**config.mk**
```make
export PLATFORM = sky130hd
export DESIGN_NAME = muldiv_unit
export DESIGN_NICKNAME = d
export VERILOG_FILES = /design/src/rtl/muldiv_unit.sv
export SDC_FILE = /design/constraint.sdc
export NUM_CORES = 1
export LEC_CHECK = 0
export BUFFER_PORTS_ARGS = -buffer_cell sky130_fd_sc_hd__clkbuf_2
export CORE_ASPECT_RATIO = 0.8
export CORE_UTILIZATION = 53
export CTS_CLUSTER_DIAMETER = 150
export DETAILED_ROUTE_END_ITERATION = 6
export PLACE_DENSITY = 0.7
export SYNTH_ARGS = -nofsm -noshare
export SYNTH_HDL_FRONTEND = slang
export SYNTH_SLANG_ARGS = --single-unit
```
**constraint.sdc**
```tcl
create_clock -name clk -period 13.85 [get_ports clk]
set_input_delay 1.385 -clock clk [delete_from_list [all_inputs] [get_ports clk]]
set_output_delay 1.385 -clock clk [all_outputs]
set_load 0.03 [all_outputs]
```
**src/rtl/muldiv_unit.sv**
```systemverilog
// Iterative radix-2 multiply/divide engine owning the HI/LO register pair.
// Define MULDIV_DBZ_TRAP_EN to trap divide-by-zero at acceptance and expose dbz_err.
module muldiv_unit #(
    parameter int WIDTH = 32
) (
    input  logic             clk,
    input  logic             rst,
    input  logic             start,
    input  logic [2:0]       op,
    input  logic [WIDTH-1:0] operand_a,
    input  logic [WIDTH-1:0] operand_b,
    input  logic             abort,
    output logic             busy,
    output logic             done,
    output logic [WIDTH-1:0] hi_out,
    output logic [WIDTH-1:0] lo_out
`ifdef MULDIV_DBZ_TRAP_EN
    ,
    output logic             dbz_err
`endif
);

    localparam int CNT_W = $clog2(WIDTH) + 1;
    localparam logic [2:0] OP_MTHI = 3'b110;
    localparam logic [2:0] OP_MTLO = 3'b111;

    typedef enum logic [1:0] {IDLE, CALC, FIX} state_e;

    state_e             state_q, state_d;
    logic [CNT_W-1:0]   cnt_q, cnt_d;
    logic               div_q, div_d;
    logic               madd_q, madd_d;
    logic               neg_q, neg_d;
    logic               rneg_q, rneg_d;
    logic               dz_q, dz_d;
    logic [WIDTH-1:0]   mcand_q, mcand_d;
    logic [WIDTH-1:0]   acc_hi_q, acc_hi_d;
    logic [WIDTH-1:0]   acc_lo_q, acc_lo_d;
    logic [WIDTH-1:0]   hi_q, hi_d;
    logic [WIDTH-1:0]   lo_q, lo_d;
    logic               done_q, done_d;
`ifdef MULDIV_DBZ_TRAP_EN
    logic               dbz_q, dbz_d;
`endif

    logic               signed_op, sa, sb;
    logic [WIDTH-1:0]   mag_a, mag_b;
    logic [WIDTH:0]     mul_sum;
    logic [WIDTH:0]     div_shift;
    logic [WIDTH-1:0]   div_sub;
    logic               div_ge;
    logic [2*WIDTH-1:0] prod_s, fix_acc;
    logic [WIDTH-1:0]   quot, rem;

    // Signed ops iterate on magnitudes; signs are restored in FIX.
    assign signed_op = ~op[0];
    assign sa        = signed_op & operand_a[WIDTH-1];
    assign sb        = signed_op & operand_b[WIDTH-1];
    assign mag_a     = sa ? -operand_a : operand_a;
    assign mag_b     = sb ? -operand_b : operand_b;

    assign mul_sum   = {1'b0, acc_hi_q} + (acc_lo_q[0] ? {1'b0, mcand_q} : {(WIDTH+1){1'b0}});
    assign div_shift = {acc_hi_q, acc_lo_q[WIDTH-1]};
    assign div_ge    = div_shift >= {1'b0, mcand_q};
    assign div_sub   = div_shift[WIDTH-1:0] - mcand_q;

    assign prod_s    = neg_q ? -{acc_hi_q, acc_lo_q} : {acc_hi_q, acc_lo_q};
    assign fix_acc   = prod_s + (madd_q ? {hi_q, lo_q} : {(2*WIDTH){1'b0}});
    // A zero divisor leaves the dividend magnitude as remainder; quotient is forced to all ones.
    assign quot      = dz_q ? {WIDTH{1'b1}} : (neg_q ? -acc_lo_q : acc_lo_q);
    assign rem       = rneg_q ? -acc_hi_q : acc_hi_q;

    always_comb begin
        state_d  = state_q;
        cnt_d    = cnt_q;
        div_d    = div_q;
        madd_d   = madd_q;
        neg_d    = neg_q;
        rneg_d   = rneg_q;
        dz_d     = dz_q;
        mcand_d  = mcand_q;
        acc_hi_d = acc_hi_q;
        acc_lo_d = acc_lo_q;
        hi_d     = hi_q;
        lo_d     = lo_q;
        done_d   = 1'b0;
`ifdef MULDIV_DBZ_TRAP_EN
        dbz_d    = 1'b0;
`endif
        case (state_q)
            IDLE: begin
                if (start && !abort) begin
                    if (op == OP_MTHI) begin
                        hi_d   = operand_a;
                        done_d = 1'b1;
                    end else if (op == OP_MTLO) begin
                        lo_d   = operand_a;
                        done_d = 1'b1;
`ifdef MULDIV_DBZ_TRAP_EN
                    end else if (op[2] && operand_b == '0) begin
                        done_d = 1'b1;
                        dbz_d  = 1'b1;
`endif
                    end else begin
                        div_d    = op[2];
                        madd_d   = (op[2:1] == 2'b01);
                        neg_d    = sa ^ sb;
                        rneg_d   = sa;
                        dz_d     = op[2] && (operand_b == '0);
                        mcand_d  = op[2] ? mag_b : mag_a;
                        acc_hi_d = '0;
                        acc_lo_d = op[2] ? mag_a : mag_b;
                        cnt_d    = '0;
                        state_d  = CALC;
                    end
                end
            end
            CALC: begin
                if (abort) begin
                    state_d = IDLE;
                end else begin
                    if (div_q) begin
                        acc_hi_d = div_ge ? div_sub : div_shift[WIDTH-1:0];
                        acc_lo_d = {acc_lo_q[WIDTH-2:0], div_ge};
                    end else begin
                        acc_hi_d = mul_sum[WIDTH:1];
                        acc_lo_d = {mul_sum[0], acc_lo_q[WIDTH-1:1]};
                    end
                    cnt_d = cnt_q + 1'b1;
                    if (cnt_q == CNT_W'(WIDTH - 1)) begin
                        state_d = FIX;
                    end
                end
            end
            FIX: begin
                state_d = IDLE;
                if (!abort) begin
                    if (div_q) begin
                        hi_d = rem;
                        lo_d = quot;
                    end else begin
                        hi_d = fix_acc[2*WIDTH-1:WIDTH];
                        lo_d = fix_acc[WIDTH-1:0];
                    end
                    done_d = 1'b1;
                end
            end
            default: state_d = IDLE;
        endcase
    end

    always_ff @(posedge clk) begin
        if (rst) begin
            state_q  <= IDLE;
            cnt_q    <= '0;
            div_q    <= 1'b0;
            madd_q   <= 1'b0;
            neg_q    <= 1'b0;
            rneg_q   <= 1'b0;
            dz_q     <= 1'b0;
            mcand_q  <= '0;
            acc_hi_q <= '0;
            acc_lo_q <= '0;
            hi_q     <= '0;
            lo_q     <= '0;
            done_q   <= 1'b0;
`ifdef MULDIV_DBZ_TRAP_EN
            dbz_q    <= 1'b0;
`endif
        end else begin
            state_q  <= state_d;
            cnt_q    <= cnt_d;
            div_q    <= div_d;
            madd_q   <= madd_d;
            neg_q    <= neg_d;
            rneg_q   <= rneg_d;
            dz_q     <= dz_d;
            mcand_q  <= mcand_d;
            acc_hi_q <= acc_hi_d;
            acc_lo_q <= acc_lo_d;
            hi_q     <= hi_d;
            lo_q     <= lo_d;
            done_q   <= done_d;
`ifdef MULDIV_DBZ_TRAP_EN
            dbz_q    <= dbz_d;
`endif
        end
    end

    assign busy   = (state_q != IDLE);
    assign done   = done_q;
    assign hi_out = hi_q;
    assign lo_out = lo_q;
`ifdef MULDIV_DBZ_TRAP_EN
    assign dbz_err = dbz_q;
`endif

endmodule
```
==> results list <==
- Top cell type's share of synthesized area: 17.8%
- Proportion of layout cells with a drive suffix above 1: 8.52%
* Total clock buffers created by CTS: 17
- A synthesized cell averages 7.15 um^2.
* Final nets: 2917
- Cell area power density: 73.4 nW/um^2
- Leaving out fill and tap cells, the most frequent cell in the layout is a21oi_1.
- The analysis attributes to net switching a power of 0.585 mW.
- Once the floorplan was initialized, standard cells occupied 54.1% of the core.
- The final hold violation count came to 0.
- Global Route Usage Sum: 40.8%
- Hold-fix buffers, CTS: 0
- In the routed design, unresolved DRC markers number 3.
- The portion of synthesized area spent on multiplexers is 3.36%.
* Final hold slack: 0.457 ns
- Total setup violations reported at the end of the flow: 0
- In this run, post-CTS repair resized a total of 0 instances.
* Maximum number of pins on one net before global-route repair: 85
- TritonCTS built the clock tree.
* Post-layout minimum cycle time: 5.67 ns
- Count of input and output buffers: 136
- Clock Sink Count: 174
- Leakage: 8.49 nW
* Adder and majority cell fraction of the synthesized area: 8.77%
* Least-Margin Pin Slew: 1.19 ns
- Worst ir drop on vdd: 0.0000702 V
* Post-Place Setup Slack: 8.26 ns
- Of the total power, combinational logic draws 29.0%.
- Failing checks: DRC
- After filler insertion, the fill cell instance count of the layout stands at 3517.
- The cell sitting at the root of the clock tree is a clkbuf_16.
* Finished Cell Area: 20900 um^2
- The placed instances occupy a cell area of 20300 um^2.
- In this run, the clock network consumes 34.7% of the power.
- Largest family of logic cells by synthesized area: compound AO/OA/AOI/OAI gates
* Die Ht: 174 um
- On the worst path, the slowest cell contributes a delay of 0.59 ns.
- Compared with the post-synthesis result, the final layout area differs by 7.11%.
* Crit-path leading delay family: simple AND/OR/NAND/NOR gates
- Register bit total from synthesis: 174
- Of all nets on the critical path, the largest fanout is 8.
- Net switching is 38.1% of the power.
- Status: complete, but fails checks
- Power Internal: 0.950 mW
* Die Wd: 217 um
- Vias in the first global route: 19076
- Gate count of the mapped netlist: 2730
* Routed vias/inst: 6.76
- The detail route stage leaves a number of antenna-violating nets equal to 0.
- Via count: 21685
* Primary flip-flop cell chosen by synthesis mapping: dfxtp_1
- Yosys mapped a number of flops with a built-in enable equal to 0.
* GRT overflow: 0
- Starting DRT DRC Count: 2475
* Worst slew margin: 20.2%
- Min-delay worst type: flip-flop to flip-flop
- For the worst-skew pair, the clock arrives at the later sink with an insertion delay of 0.48 ns.
* Fin Setup TNS: 0 ns
- Buffers added to address setup during post-CTS repair amount to 0.
* Clock-pin transition on the worst setup and hold timing paths: 0.08 ns
- In this run the deepest clock path goes through 2 buffers.
- Final cycle utilization of the critical path: 41.0%
- Cells fill 58.0% of the core in the end.
- For the final database, setup skew stands at 0.0144 ns.
- Based on the critical path, the design can be clocked at up to 176 MHz.
- Chain of cells forming the critical path: or4_1, or3_1, or3_1, o31ai_1, xnor2_1, ha_1, nand4_1, or2_1, or3_1, o32ai_2, o2bb2ai_2, o41ai_2, or4b_1, a31oi_2, mux2i_1, a22o_1
- Worst EP required: 14.21 ns
- H-tree levels: 4
* Leading post-synthesis cells by cell area: dfxtp_1, ha_1, xnor2_1
- The max-slew violation count came to 0.
* I/O pin count: 137
- Portion of the post-synthesis area used by sequential elements: 17.8%
* Bufs and invs on worst path: 0
- Count of yosys warnings during synthesis: 0
- Final Wtd Congestion: 1.02
- Mapped Nets: 2936
* Count of placed standard cells in the final layout, fillers left out: 3206
* Wire length of the first global-routing pass: 117000 um
* Power consumption: 1.54 mW
- After synthesis, the share of flip-flops with an asynchronous set or reset is 0%.
- CP endpoint kind: flip-flop
- RSZ-0062 raised after global routing: false
* Synthesized-area fraction occupied by ao, oa, aoi and oai cells: 31.3%
* DR pass1 iterations: 7
- Detailed placer's ending HPWL: 60900 um
- Summed over all instances, the cell type with the most area after synthesis is dfxtp_1.
- Xor and xnor fraction of the mapped netlist area: 11.5%
- Simple-Gate Fraction of Synth Area: 21.7%
- Kind of critical path: flip-flop to flip-flop
* Routed Wire Length: 79100 um
* Cell total after placement: 3172
- Combined area of the multi-input logic cells: 15000 um^2
- Number of unique standard cell types used by synthesis: 87
* Antenna violations before repair: 2
* Maximum capacitance violations: 0
- Critical path's slowest cell: or4_1
- Cell seen most often among critical-path stages: or3_1
- Summing all flip-flop and latch instances after layout gives 3490 um^2.
- Critical path startpoint category: flip-flop
* Share of total power in sequential cells: 36.3%
- Post-detailed-route wirelength per cell: 24.7 um
* CORE AREA: 36100 um^2
* Final worst slack: 8.18 ns
- Area of the die: 37600 um^2
- Cell area after technology mapping: 19500 um^2
* Cell Rows: 62
- In the layout the commonest cells are a21oi_1, nor2_1, nand2_1.
- STA puts the critical path data arrival time at 6.04 ns.
-- state kept, by name, summed over array words and instances (netlist names) --
| signal | cells |
|---|---|
| mcand_q | 32 |
| acc_hi_q | 32 |
| div_q | 1 |
| done | 1 |
| state_q | 2 |
| acc_lo_q | 32 |
| cnt_q | 6 |
| rneg_q | 1 |
| dz_q | 1 |
| lo_out | 32 |
| hi_out | 32 |
| madd_q | 1 |
| neg_q | 1 |
-- routing by layer --
layer / share of wire, % / vias to the layer above / GRT usage, %
met2: 40 / 1275 / 56.7
met4: 3.3 / 0 / 13.2
met3: 14 / 153 / 13.8
met1: 43 / 10250 / 58.0
li1: - / 10007 / -
met5: 0 / - / 0
-- cell type report --
class / count / area share [%]
Multi-Input combinational cell: 2276 / 71.8
Sequential cell: 174 / 16.7
Timing Repair Buffer: 164 / 4.27
Tap cell: 480 / 2.87
Clock buffer: 18 / 2.10
Inverter: 78 / 1.40
Clock inverter: 14 / 0.838
Antenna cell: 2 / 0.0239
-- final timing paths --
kind | end | slack (ns) | cells after the start | from
max | hi_out[31] | 8.18 | 16 | acc_lo_q[4]
min | mcand_q[2] | 0.46 | 2 | mcand_q[2]
max reg2reg | hi_out[31] | 8.18 | 16 | acc_lo_q[4]
min reg2reg | mcand_q[2] | 0.46 | 2 | mcand_q[2]
-- cell families after synthesis --
| family | Yosys count |
|---|---|
| AO/OA/AOI/OAI | 956 |
| XOR/XNOR | 257 |
| adder cells (fa/ha/maj) | 135 |
| buffers and inverters | 280 |
| flip-flops | 174 |
| multiplexers | 65 |
| AND/OR/NAND/NOR | 863 |
-- synth_stat cells (6+ instances only) --
cell type / instances
nor2b_1: 17
dfxtp_1: 174
o21a_1: 16
a21oi_1: 261
o221ai_1: 31
nand4_1: 51
clkbuf_1: 184
buf_1: 10
o21ai_0: 146
o22ai_1: 35
o211ai_1: 29
and3_1: 19
nand3b_1: 7
or2_1: 8
nand3_1: 36
and2_1: 76
nor4_1: 16
or4_1: 18
ha_1: 132
a211oi_1: 37
a221oi_1: 29
o21bai_1: 28
o21ai_1: 102
o31a_1: 8
nand2_1: 216
xnor2_1: 186
mux2i_1: 61
a22oi_1: 18
nor3_1: 66
o41ai_1: 12
a311oi_1: 16
inv_1: 78
nand2b_1: 28
xor2_1: 71
buf_2: 6
or3_1: 36
nor2_1: 240
o31ai_1: 24
a31oi_1: 26
a21o_1: 59
a221o_1: 8
-- power by group through the flow --
stage                     registers, mW  logic [mW]  clock network (mW)
after floorplan                   0.553       0.301                   0
after global placement            0.565       0.424                   0
after detailed placement          0.567       0.428                   0
after CTS                         0.555       0.430               0.535
after global routing              0.559       0.475               0.550
final                             0.557       0.446               0.533
-- tightest hold or removal path: stages, from the launching register on --
cell	delay, ns
dfxtp_1	0.31
nand2_1	0.05
a21oi_1	0.05
Power figures use the tool's default switching activity.
